--- src/rtl/regbank_arbiter.sv ---
// regbank_arbiter
//   Two-requester round-robin arbiter/sequencer in front of the single
//   write/read port of the 16-register ALU bank. One transaction in flight:
//   IDLE (accept) -> ISSUE (drive bank) -> RESP (hold response until taken).
//   Writes to the read-only word RO_INDEX and unaligned addresses are
//   rejected with rsp_err and never reach the bank.
//
//   Optional feature macro: REGARB_RSP_TIMEOUT_EN
//     defined   : response is dropped after TIMEOUT_CYCLES RESP cycles
//                 without a handshake; timeout pulses for one cycle.
//     undefined : timeout tied low, RESP waits indefinitely.
//
//   Ports
//     clk, reset_n                     clock, asynchronous active-low reset
//     req_valid/ready/write [1:0]      request handshake per requester
//                                      (0 = AXI side, 1 = local)
//     req_addr/req_wdata [1:0][31:0]   byte address / write data per requester
//     rsp_valid/ready [1:0]            response handshake to owning requester
//     rsp_rdata [31:0], rsp_err        registered response payload
//     timeout                          one-cycle pulse on a dropped response
//     busy                             high in ISSUE and RESP
//     bank_write_en/addr/data          bank write port
//     bank_read_addr, bank_read_data   bank combinational read port
module regbank_arbiter #(
  parameter int unsigned TIMEOUT_CYCLES = 256,
  parameter int unsigned RO_INDEX       = 3
) (
  input  logic             clk,
  input  logic             reset_n,
  input  logic [1:0]       req_valid,
  output logic [1:0]       req_ready,
  input  logic [1:0]       req_write,
  input  logic [1:0][31:0] req_addr,
  input  logic [1:0][31:0] req_wdata,
  output logic [1:0]       rsp_valid,
  input  logic [1:0]       rsp_ready,
  output logic [31:0]      rsp_rdata,
  output logic             rsp_err,
  output logic             timeout,
  output logic             busy,
  output logic             bank_write_en,
  output logic [31:0]      bank_write_addr,
  output logic [31:0]      bank_write_data,
  output logic [31:0]      bank_read_addr,
  input  logic [31:0]      bank_read_data
);

  if (TIMEOUT_CYCLES < 2 || TIMEOUT_CYCLES > 65535 || RO_INDEX > 15) begin : g_param_check
    $error("regbank_arbiter: TIMEOUT_CYCLES must be 2..65535 and RO_INDEX 0..15");
  end

  localparam logic [3:0] RO_IDX4 = 4'(RO_INDEX);

  typedef enum logic [1:0] {
    S_IDLE,
    S_ISSUE,
    S_RESP
  } state_t;

  state_t      r_state;
  state_t      w_state_nxt;

  logic        r_last;       // requester served most recently
  logic        r_owner;
  logic        r_write;
  logic        r_err;
  logic [31:0] r_addr;
  logic [31:0] r_wdata;
  logic        r_bank_we;
  logic [1:0]  r_rsp_valid;
  logic [31:0] r_rsp_rdata;
  logic        r_rsp_err;

  logic [1:0]  w_grant;
  logic        w_sel;
  logic        w_accept;
  logic        w_req_err;
  logic        w_hs;
  logic        w_tmo;

  // Round-robin: on a tie the requester that was not served last wins.
  always_comb begin
    w_grant = '0;
    case (req_valid)
      2'b01:   w_grant = 2'b01;
      2'b10:   w_grant = 2'b10;
      2'b11:   w_grant = r_last ? 2'b01 : 2'b10;
      default: w_grant = '0;
    endcase
  end

  assign w_sel     = w_grant[1];
  assign req_ready = ((r_state == S_IDLE) && reset_n) ? w_grant : '0;
  assign w_accept  = |req_ready;
  assign w_req_err = (req_addr[w_sel][1:0] != 2'b00) ||
                     (req_write[w_sel] && (req_addr[w_sel][5:2] == RO_IDX4));
  assign w_hs      = |(r_rsp_valid & rsp_ready);

`ifdef REGARB_RSP_TIMEOUT_EN
  localparam logic [15:0] TO_LAST = 16'(TIMEOUT_CYCLES - 1);

  logic [15:0] r_tcnt;
  logic        r_timeout;

  // Counter equals the number of completed RESP cycles; the drop happens at
  // the end of the TIMEOUT_CYCLES-th one unless a handshake lands there.
  assign w_tmo = (r_state == S_RESP) && !w_hs && (r_tcnt == TO_LAST);

  always_ff @(posedge clk or negedge reset_n) begin
    if (!reset_n) begin
      r_tcnt    <= '0;
      r_timeout <= 1'b0;
    end else begin
      if (r_state == S_ISSUE) begin
        r_tcnt <= '0;
      end else if (r_state == S_RESP && !w_hs) begin
        r_tcnt <= r_tcnt + 16'd1;
      end
      r_timeout <= w_tmo;
    end
  end

  assign timeout = r_timeout;
`else
  assign w_tmo   = 1'b0;
  assign timeout = 1'b0;
`endif

  always_ff @(posedge clk or negedge reset_n) begin
    if (!reset_n) begin
      r_state <= S_IDLE;
    end else begin
      r_state <= w_state_nxt;
    end
  end

  always_comb begin
    w_state_nxt = r_state;
    case (r_state)
      S_IDLE:  if (w_accept) w_state_nxt = S_ISSUE;
      S_ISSUE: w_state_nxt = S_RESP;
      S_RESP:  if (w_hs || w_tmo) w_state_nxt = S_IDLE;
      default: w_state_nxt = S_IDLE;
    endcase
  end

  always_ff @(posedge clk or negedge reset_n) begin
    if (!reset_n) begin
      r_last      <= 1'b1;
      r_owner     <= 1'b0;
      r_write     <= 1'b0;
      r_err       <= 1'b0;
      r_addr      <= '0;
      r_wdata     <= '0;
      r_bank_we   <= 1'b0;
      r_rsp_valid <= '0;
      r_rsp_rdata <= '0;
      r_rsp_err   <= 1'b0;
    end else begin
      // Write strobe is set by the accepting edge and cleared by the next
      // one, so it covers exactly the ISSUE cycle.
      if (w_accept) begin
        r_last    <= w_sel;
        r_owner   <= w_sel;
        r_write   <= req_write[w_sel];
        r_err     <= w_req_err;
        r_addr    <= req_addr[w_sel];
        r_wdata   <= req_wdata[w_sel];
        r_bank_we <= req_write[w_sel] && !w_req_err;
      end else begin
        r_bank_we <= 1'b0;
      end

      if (r_state == S_ISSUE) begin
        r_rsp_valid <= r_owner ? 2'b10 : 2'b01;
        r_rsp_rdata <= (!r_write && !r_err) ? bank_read_data : '0;
        r_rsp_err   <= r_err;
      end else if (r_state == S_RESP && (w_hs || w_tmo)) begin
        r_rsp_valid <= '0;
      end
    end
  end

  assign busy            = (r_state != S_IDLE);
  assign bank_write_en   = r_bank_we;
  assign bank_write_addr = r_addr;
  assign bank_read_addr  = r_addr;
  assign bank_write_data = r_wdata;
  assign rsp_valid       = r_rsp_valid;
  assign rsp_rdata       = r_rsp_rdata;
  assign rsp_err         = r_rsp_err;

endmodule

--- config.mk ---
export PLATFORM = sky130hd
export DESIGN_NAME = regbank_arbiter
export DESIGN_NICKNAME = d
export VERILOG_FILES = /design/src/rtl/regbank_arbiter.sv
export SDC_FILE = /design/constraint.sdc
export NUM_CORES = 1
export LEC_CHECK = 0
export CORE_AREA = 2 2 118 120
export CTS_CLUSTER_DIAMETER = 50
export DETAILED_ROUTE_END_ITERATION = 8
export DIE_AREA = 0 0 120 122
export PLACE_DENSITY = 0.8
export SYNTH_ARGS = -nofsm -noshare
export SYNTH_HDL_FRONTEND = slang
export SYNTH_SLANG_ARGS = --single-unit
--- constraint.sdc ---
create_clock -name clk -period 2.37 [get_ports clk]
set_clock_uncertainty 0.05 [all_clocks]
set_input_delay 0.5925 -clock clk [delete_from_list [all_inputs] [get_ports clk]]
set_output_delay 0.5925 -clock clk [all_outputs]
set_load 0.02 [all_outputs]
==> results of run 1 <==
## placed cells by master (no fill, tap or decap), types with 2 or more instances in the layout
master	Yosys	layout
buf_12	0	2
nor4bb_1	2	2
buf_6	9	2
a22o_1	33	33
clkdlybuf4s50_1	0	298
clkinv_2	0	2
a21oi_1	56	56
nand2_1	3	3
mux2i_1	66	66
buf_4	40	11
inv_1	2	2
a21oi_2	14	14
nor2_1	69	69
dfrtp_1	105	105
clkbuf_16	0	9
clkinvlp_4	0	2
## power by group
part	internal [mW]	switching, mW
combinational	2.41	2.45
clock	0.715	0.667
sequential	2.52	0.543
## cell type report
| cell class | instances | area (um2) | area share |
|---|---|---|---|
| clock inverter | 6 | 42.5 | 0.00524 |
| antenna | 1 | 2.50 | 0.000308 |
| timing repair buffer | 316 | 3150 | 0.388 |
| multi-input combinational | 262 | 1810 | 0.223 |
| inverter | 2 | 7.51 | 0.000924 |
| clock buffer | 10 | 229 | 0.0282 |
| sequential | 106 | 2650 | 0.327 |
| tap | 180 | 225 | 0.0277 |
## flip-flops by register name (all words and copies together), names as in the netlist
name,flops
bank_write_en,1
rsp_valid,2
r_write,1
rsp_rdata,32
rsp_err,1
r_state,2
r_owner,1
bank_read_addr,32
r_err,1
r_last,1
bank_write_data,32
## Yosys cell counts
cell | count | share of area
dfrtp_1 | 105 | 0.53
nor2_1 | 69 | 0.053
mux2i_1 | 66 | 0.13
a21oi_1 | 56 | 0.057
buf_4 | 40 | 0.061
a22o_1 | 33 | 0.059
a21oi_2 | 14 | 0.025
buf_2 | 11 | 0.011
buf_6 | 9 | 0.021
nand2_1 | 3 | 0.0023
a21boi_1 | 2 | 0.0031
clkbuf_1 | 2 | 0.0015
inv_1 | 2 | 0.0015
nor4bb_1 | 2 | 0.0041
a21o_1 | 1 | 0.0015
a311oi_1 | 1 | 0.0018
a31oi_1 | 1 | 0.0013
and2_1 | 1 | 0.0013
and3b_1 | 1 | 0.0018
conb_1 | 1 | 0.00076
dfstp_2 | 1 | 0.0053
mux2_2 | 1 | 0.0023
nand2_2 | 1 | 0.0013
nand2b_1 | 1 | 0.0013
nor3_2 | 1 | 0.0020
nor3b_4 | 1 | 0.0038
o21a_1 | 1 | 0.0015
o21ai_0 | 1 | 0.0010
o22ai_1 | 1 | 0.0013
or2_0 | 1 | 0.0013
or2_2 | 1 | 0.0013
or3_1 | 1 | 0.0013
## logic make-up (layout without fill, tap and decap cells)
logic type	after synthesis	count (layout)
other	1	2
DFF	106	106
muxes	67	67
and+or+nand+nor	83	83
buffers and inverters	64	334
AOI/OAI and AO/OA	111	111
## critical path, stage by stage
cell	delay, ps
clkdlybuf4s50_1	550
nand2_1	100
a21oi_1	150
clkbuf_2	190
## per-layer routing
layer / vias up / GRT usage
met5: - / 0
met4: 0 / 0.0816
met3: 20 / 0.0576
met2: 187 / 0.347
met1: 2034 / 0.230
li1: 2003 / -
## worst min path at each step
stage,start,to,depth (start not counted)
CTS,reset_n,r_owner$_DFFE_PN0P_,2
floorplan,reset_n,bank_read_addr[0]$_DFFE_PN0P_,0
detailed placement,rsp_rdata[4]$_DFFE_PN0P_,rsp_rdata[4]$_DFFE_PN0P_,1
global route,reset_n,r_owner$_DFFE_PN0P_,2
global placement,rsp_rdata[2]$_DFFE_PN0P_,rsp_rdata[2]$_DFFE_PN0P_,1
finish,reset_n,r_state[0]$_DFFE_PN0P_,2
## repair_timing
item                       in CTS  in global routing
setup endpoints to repair       2                 13
resized for setup               5                  5
hold buffers                    0                  0
## metrics by stage
stage               setup TNS, ps  setup slack (ps)
finish                          0               139
global route                    0              89.0
CTS                             0              7.71
detailed placement         -11870              -280
global placement           -10980              -277
floorplan                       0               461
==> flow_metrics.py, run 1 <==
metrics = {
    "run_status": {
        "outcome": "complete, no violations",
    },
    "place": {
        "portBuffers": 302,
        "post-place-cells": 866,
        "placed_area_mm2": 0.00785,
        "gp_congestion": 0.761,
        "post-dp-hpwl_mm": 11.3,
    },
    "die": {
        "dieHeight_um": 122,
        "row_count": 43,
        "coreArea_mm2": 0.0135,
        "die_w_um": 120,
        "io_pins": 304,
        "start_util": 0.364,
        "die_area_mm2": 0.0146,
    },
    "synth": {
        "synthAdderAreaFrac": 0,
        "synth_cell_types": 32,
        "syn_nets": 600,
        "ys_seq_area_frac": 0.540,
        "synth_top_family_by_area": "compound AO/OA/AOI/OAI gates",
        "avgSynthCellArea_um2": 11.4,
        "yosys_warnings": 0,
        "synth-xor-area-share": 0,
        "synth-compound-area-share": 0.152,
        "netlist_area_mm2": 0.00491,
        "synth-simple-area-share": 0.0743,
        "ys_seq_elements": 106,
        "synthCells": 432,
        "synthMuxAreaShare": 0.137,
    },
    "cts": {
        "clk_pin_slew_ps": 70,
        "clock_path_buffers": 2,
        "clk_latency_ps": 340,
        "ctsHtreeMaxLevel": 3,
        "cts_tree": "built",
        "root_buffer": "clkbuf_16",
        "clock_sinks": 106,
        "cts_setup_buffers": 0,
        "cts_made_buffers": 9,
    },
    "timing": {
        "setup_viol": 0,
        "hold_violations": 0,
        "finalCriticalPeriod_ps": 2230,
        "whs_ps": 276,
        "max_slew_margin": 0.469,
        "max_freq_mhz": 448,
        "worstMarginPinSlew_ps": 797,
        "rsz0062_at_grt": "no",
        "min_period_over_period": 0.941,
        "drv_slew": 0,
    },
    "critical_path": {
        "cp_max_fo": 3,
        "reg2reg_from": "r_last$_DFFE_PN1P_",
        "r2r-end": "bank_read_addr[24]$_DFFE_PN0P_",
        "critPathKind": "primary input to primary output",
        "cp_data_required_time_ps": 1730,
        "startpoint": "req_valid[0]",
        "end_kind": "primary output",
        "start_kind": "primary input",
        "ff2ff_path_depth": 5,
        "cp.arrival_ps": 1590,
        "r2r_slack_ps": 590,
        "crit_end": "req_ready[0]",
    },
    "drt": {
        "wl_met3_mm": 1.21,
        "met2_length_mm": 7.66,
        "wl_per_cell_um": 16.7,
        "vias_per_cell": 4.81,
        "drtIter0Drc": 131,
        "drc": 0,
        "first_pass_iters": 4,
        "highest_layer": "met4",
        "ant_nets": 0,
        "drt_wl_total_mm": 14.8,
        "wirelength_met1_mm": 5.66,
        "vias": 4244,
    },
    "run": {
        "maxCapViolCount": 0,
    },
    "global_routing": {
        "grt-ovfl-total": 0,
        "grt_first_pass_wirelength_mm": 22.8,
        "grt_max_degree": 76,
        "track_usage": 0.199,
        "grt_pass1_vias": 4508,
        "grt_antenna_before_repair": 1,
    },
    "power_and_ir_drop": {
        "total_power_mw": 9.31,
        "leakagePower_nw": 3.39,
        "power_density_mw_per_mm2": 1150,
        "ir_drop_v": 0.000610,
    },
    "cells_and_area": {
        "drive_above_1_share": 0.0769,
        "area_delta_synth_final_pct": 65.3,
        "design_area_mm2": 0.00813,
        "nets": 865,
        "fillers": 1105,
        "postLayoutCoreUtil": 0.602,
        "final_cells": 883,
    },
    "worst_hold_path": {
        "hold_class": "primary input to async pin",
    },
}
Note: power is estimated with default switching activity, not from simulation.
==> run 2: changes to the inputs <==
Settings changed: CORE_AREA 2 2 118 120 to 2 2 120 122, CTS_BUF_LIST set to sky130_fd_sc_hd__clkbuf_8, DIE_AREA 0 0 120 122 to 0 0 122 124, MAX_ROUTING_LAYER set to met4, PLACE_DENSITY 0.8 to 0.78, SKIP_CTS_REPAIR_TIMING set to 1.
==> flow_metrics.py, run 2 (same netlist as run 1, synthesis figures left out) <==
metrics = {
    "run_status": {
        "outcome": "complete, no violations",
    },
    "critical_path": {
        "ff2ff_path_depth": 5,
        "reg2reg_from": "r_last$_DFFE_PN1P_",
        "cp_max_fo": 2,
        "r2r-end": "bank_write_data[14]$_DFFE_PN0P_",
        "cp_data_required_time_ps": 1730,
        "start_kind": "primary input",
        "cp.arrival_ps": 1660,
        "critPathKind": "primary input to primary output",
        "end_kind": "primary output",
        "r2r_slack_ps": 440,
    },
    "timing": {
        "hold_violations": 0,
        "rsz0062_at_grt": "no",
        "whs_ps": 259,
        "worstMarginPinSlew_ps": 798,
        "setup_viol": 0,
        "drv_slew": 0,
        "layout_setup_ws_ps": 67.2,
        "finalCriticalPeriod_ps": 2300,
        "max_freq_mhz": 434,
        "min_period_over_period": 0.972,
        "max_slew_margin": 0.468,
    },
    "cts": {
        "clock_sinks": 106,
        "clk_latency_ps": 380,
        "cts_made_buffers": 9,
        "clk_pin_slew_ps": 100,
        "root_buffer": "clkbuf_8",
        "clock_path_buffers": 2,
        "cts_tree": "built",
        "ctsHtreeMaxLevel": 3,
    },
    "run": {
        "maxCapViolCount": 0,
    },
    "die": {
        "die_area_mm2": 0.0151,
        "row_count": 43,
        "dieHeight_um": 124,
        "io_pins": 304,
        "die_w_um": 122,
        "start_util": 0.358,
        "coreArea_mm2": 0.0137,
    },
    "place": {
        "placed_area_mm2": 0.00787,
        "post-place-cells": 865,
        "portBuffers": 302,
        "gp_congestion": 0.822,
        "post-dp-hpwl_mm": 11.4,
        "place_ws_ps": -389,
    },
    "cells_and_area": {
        "layout_commonest_cell": "clkdlybuf4s50_1",
        "area_delta_synth_final_pct": 64.0,
        "n_antenna_cell": 0,
        "drive_above_1_share": 0.0785,
        "layout_common_cells": "298 x clkdlybuf4s50_1, 104 x dfrtp_1, 69 x nor2_1",
        "fillers": 1162,
        "design_area_mm2": 0.00806,
        "final_cells": 881,
        "nets": 864,
    },
    "drt": {
        "ant_nets": 0,
        "first_pass_iters": 4,
        "drtIter0Drc": 174,
        "drc": 0,
        "wl_per_cell_um": 16.8,
        "vias": 4296,
        "vias_per_cell": 4.88,
        "drt_wl_total_mm": 14.8,
    },
    "global_routing": {
        "grt_first_pass_wirelength_mm": 22.0,
        "grt-ovfl-total": 0,
        "grt_max_degree": 64,
        "grt_pass1_vias": 4345,
        "grt_antenna_before_repair": 0,
        "track_usage": 0.197,
    },
    "power_and_ir_drop": {
        "ir_drop_v": 0.000572,
        "power_density_mw_per_mm2": 1120,
        "leakagePower_nw": 3.37,
        "total_power_mw": 9.01,
    },
    "worst_hold_path": {
        "hold_class": "primary input to async pin",
    },
}
## run 2: layer usage
layer / part of all wire / track usage
met1: 0.39 / 0.218
met5: 0 / -
met2: 0.51 / 0.341
met3: 0.077 / 0.0481
met4: 0.024 / 0.0805
## run 2: worst max path at each step
stage	from	end	slack (ps)	cells after the start
global route	req_valid[1]	req_ready[1]	6	4
floorplan	req_valid[1]	req_ready[1]	460	4
global placement	req_valid[0]	req_ready[0]	-340	4
detailed placement	req_valid[0]	req_ready[0]	-390	4
finish	req_valid[1]	req_ready[1]	70	4
CTS	r_state[0]$_DFFE_PN0P_	req_ready[0]	-400	4
## run 2: final cells by class
type / count / area, um2 / share of cell area
Clock buffer: 10 / 138 / 0.0171
Clock inverter: 6 / 50.0 / 0.00621
Inverter: 2 / 7.51 / 0.000931
Multi-Input combinational cell: 262 / 1820 / 0.226
Sequential cell: 106 / 2660 / 0.329
Tap cell: 180 / 225 / 0.0279
Timing Repair Buffer: 315 / 3170 / 0.393
## run 2: per-stage QoR
step | util | TNS, ps
finish | 0.588 | 0
global route | 0.588 | 0
detailed placement | 0.574 | -9860
CTS | 0.587 | -793
global placement | 0.574 | -8730
floorplan | - | 0
## run 2: worst max-delay path, cell delays in order
cell and delay [ps]:
clkdlybuf4s50_1 490, a21boi_4 180, and2_1 150, dlymetal6s2s_1 250
## run 2: power breakdown
part	switching, mW	internal [mW]
clock	0.654	0.422
combinational	2.45	2.43
sequential	0.545	2.52
total	3.65	5.37
==> run 3: changes to the inputs <==
--- a/constraint.sdc
+++ b/constraint.sdc
@@ -4,2 +4,2 @@
 set_output_delay 0.5925 -clock clk [all_outputs]
-set_load 0.02 [all_outputs]
+set_load 0.01 [all_outputs]
==> flow_metrics.py, run 3 (same netlist as run 1, synthesis figures left out) <==
metrics = {
    "run_status": {
        "outcome": "complete, no violations",
    },
    "critical_path": {
        "r2r-end": "bank_write_data[24]$_DFFE_PN0P_",
        "critPathMaxStageDelay_ps": 560,
        "cp_top_family": "buffers and inverters",
        "ff2ff_path_depth": 5,
        "slowest_stage": "clkdlybuf4s50_1",
        "end_kind": "primary output",
        "cp_cell_sequence": "clkdlybuf4s50_1 > nand2_1 > a21oi_1 > dlymetal6s2s_1",
        "crit_end": "req_ready[0]",
        "r2r_slack_ps": 450,
        "startpoint": "req_valid[0]",
        "crit_cells": 4,
        "cp_num_buf_inv": 2,
        "critPathKind": "primary input to primary output",
        "cp.arrival_ps": 1650,
        "cp_data_required_time_ps": 1730,
        "cp_max_fo": 3,
        "start_kind": "primary input",
        "reg2reg_from": "r_last$_DFFE_PN1P_",
    },
    "global_routing": {
        "grt_antenna_before_repair": 0,
        "grt_pass1_vias": 4306,
        "grt-ovfl-total": 0,
        "grt_max_degree": 56,
        "grt_first_pass_wirelength_mm": 21.6,
        "track_usage": 0.191,
    },
    "cells_and_area": {
        "layout_common_cells": "298 x clkdlybuf4s50_1, 105 x dfrtp_1, 69 x nor2_1",
        "regArea_mm2": 0.00265,
        "postLayoutCoreUtil": 0.589,
        "n_antenna_cell": 0,
        "drive_above_1_share": 0.0768,
        "multi_input_area_mm2": 0.00181,
        "layout_commonest_cell": "clkdlybuf4s50_1",
        "nets": 866,
        "design_area_mm2": 0.00808,
        "fillers": 1134,
        "area_delta_synth_final_pct": 64.3,
    },
    "drt": {
        "wl_per_cell_um": 16.4,
        "first_pass_iters": 4,
        "drt_wl_total_mm": 14.5,
        "vias": 4245,
        "drc": 0,
        "ant_nets": 0,
        "drtIter0Drc": 186,
        "vias_per_cell": 4.81,
    },
    "cts": {
        "clock_path_buffers": 2,
        "cts_made_buffers": 9,
        "ctsHtreeMaxLevel": 3,
        "clock_sinks": 106,
        "clk_latency_ps": 370,
        "root_buffer": "clkbuf_8",
        "cts_tree": "built",
        "clk_pin_slew_ps": 110,
    },
    "place": {
        "gp_congestion": 0.806,
        "place_ws_ps": -282,
        "portBuffers": 302,
        "post-dp-hpwl_mm": 11.1,
        "placed_area_mm2": 0.00787,
    },
    "timing": {
        "rsz0062_at_grt": "no",
        "max_slew_margin": 0.527,
        "finalCriticalPeriod_ps": 2290,
        "min_period_over_period": 0.967,
        "setup_tns_ps": 0,
        "layout_setup_ws_ps": 77.6,
        "hold_violations": 0,
        "setup_viol": 0,
        "max_freq_mhz": 436,
        "worstMarginPinSlew_ps": 710,
        "drv_slew": 0,
    },
    "die": {
        "io_pins": 304,
        "start_util": 0.358,
        "row_count": 43,
        "die_w_um": 122,
        "coreArea_mm2": 0.0137,
        "die_area_mm2": 0.0151,
        "dieHeight_um": 124,
    },
    "run": {
        "maxCapViolCount": 0,
    },
    "power_and_ir_drop": {
        "total_power_mw": 8.26,
        "swShare": 0.349,
        "combPwrFrac": 0.500,
        "power_density_mw_per_mm2": 1020,
        "power_frac_clock": 0.129,
        "seq_power_share": 0.371,
        "power.switching_mw": 2.89,
        "power.internal_mw": 5.38,
        "leakagePower_nw": 3.40,
        "ir_drop_v": 0.000546,
    },
    "worst_hold_path": {
        "hold_class": "primary input to async pin",
    },
}
==> run 3: changes by cell type in the layout (fill, tap and decap cells not counted), sizes merged <==
cell / change
dlymetal6s2s: +1
buf: +2
clkinvlp: -1
clkbuf: -1
inv: +1
==> run 3: stage by stage <==
step           instances  hold slack (ps)
2_1_floorplan        432              247
4_1_cts              881              299
3_3_place_gp         865              437
5_1_grt              883              343
6_report             883              297
3_5_place_dp         865              440
==> run 3: area by class of cell <==
| cell class | count | share of cell area |
|---|---|---|
| clock inverters | 6 | 0.00589 |
| repair buffers | 317 | 0.395 |
| multi-input cells | 262 | 0.225 |
| well taps | 180 | 0.0279 |
| flip-flops and latches | 106 | 0.329 |
| inverters | 2 | 0.000930 |
| clock buffers | 10 | 0.0170 |
==> run 3: worst min-delay path by stage <==
stage | end | cells after the start | from
2_1_floorplan | bank_read_addr[0]$_DFFE_PN0P_ | 0 | reset_n
6_report | rsp_rdata[3]$_DFFE_PN0P_ | 2 | reset_n
4_1_cts | bank_read_addr[10]$_DFFE_PN0P_ | 2 | reset_n
3_5_place_dp | rsp_rdata[21]$_DFFE_PN0P_ | 1 | rsp_rdata[21]$_DFFE_PN0P_
3_3_place_gp | rsp_rdata[18]$_DFFE_PN0P_ | 1 | rsp_rdata[18]$_DFFE_PN0P_
5_1_grt | bank_read_addr[0]$_DFFE_PN0P_ | 2 | reset_n
==> run 3: power groups by stage <==
| stage | Clock [mW] | Sequential (mW) | Combinational (mW) |
|---|---|---|---|
| after global routing | 1.20 | 3.17 | 4.44 |
| final | 1.07 | 3.06 | 4.13 |
| after detailed placement | 0 | 3.10 | 4.16 |
| after global placement | 0 | 3.05 | 4.09 |
| after floorplan | 0 | 3.30 | 1.74 |
| after CTS | 1.12 | 3.08 | 4.18 |
==> run 3: routing by layer <==
layer	GRT usage	routed length, um	up-vias
met5	-	0	-
met4	0.0711	308	0
met3	0.0444	1090	24
met2	0.334	7560	193
met1	0.213	5570	2023
li1	-	-	2005
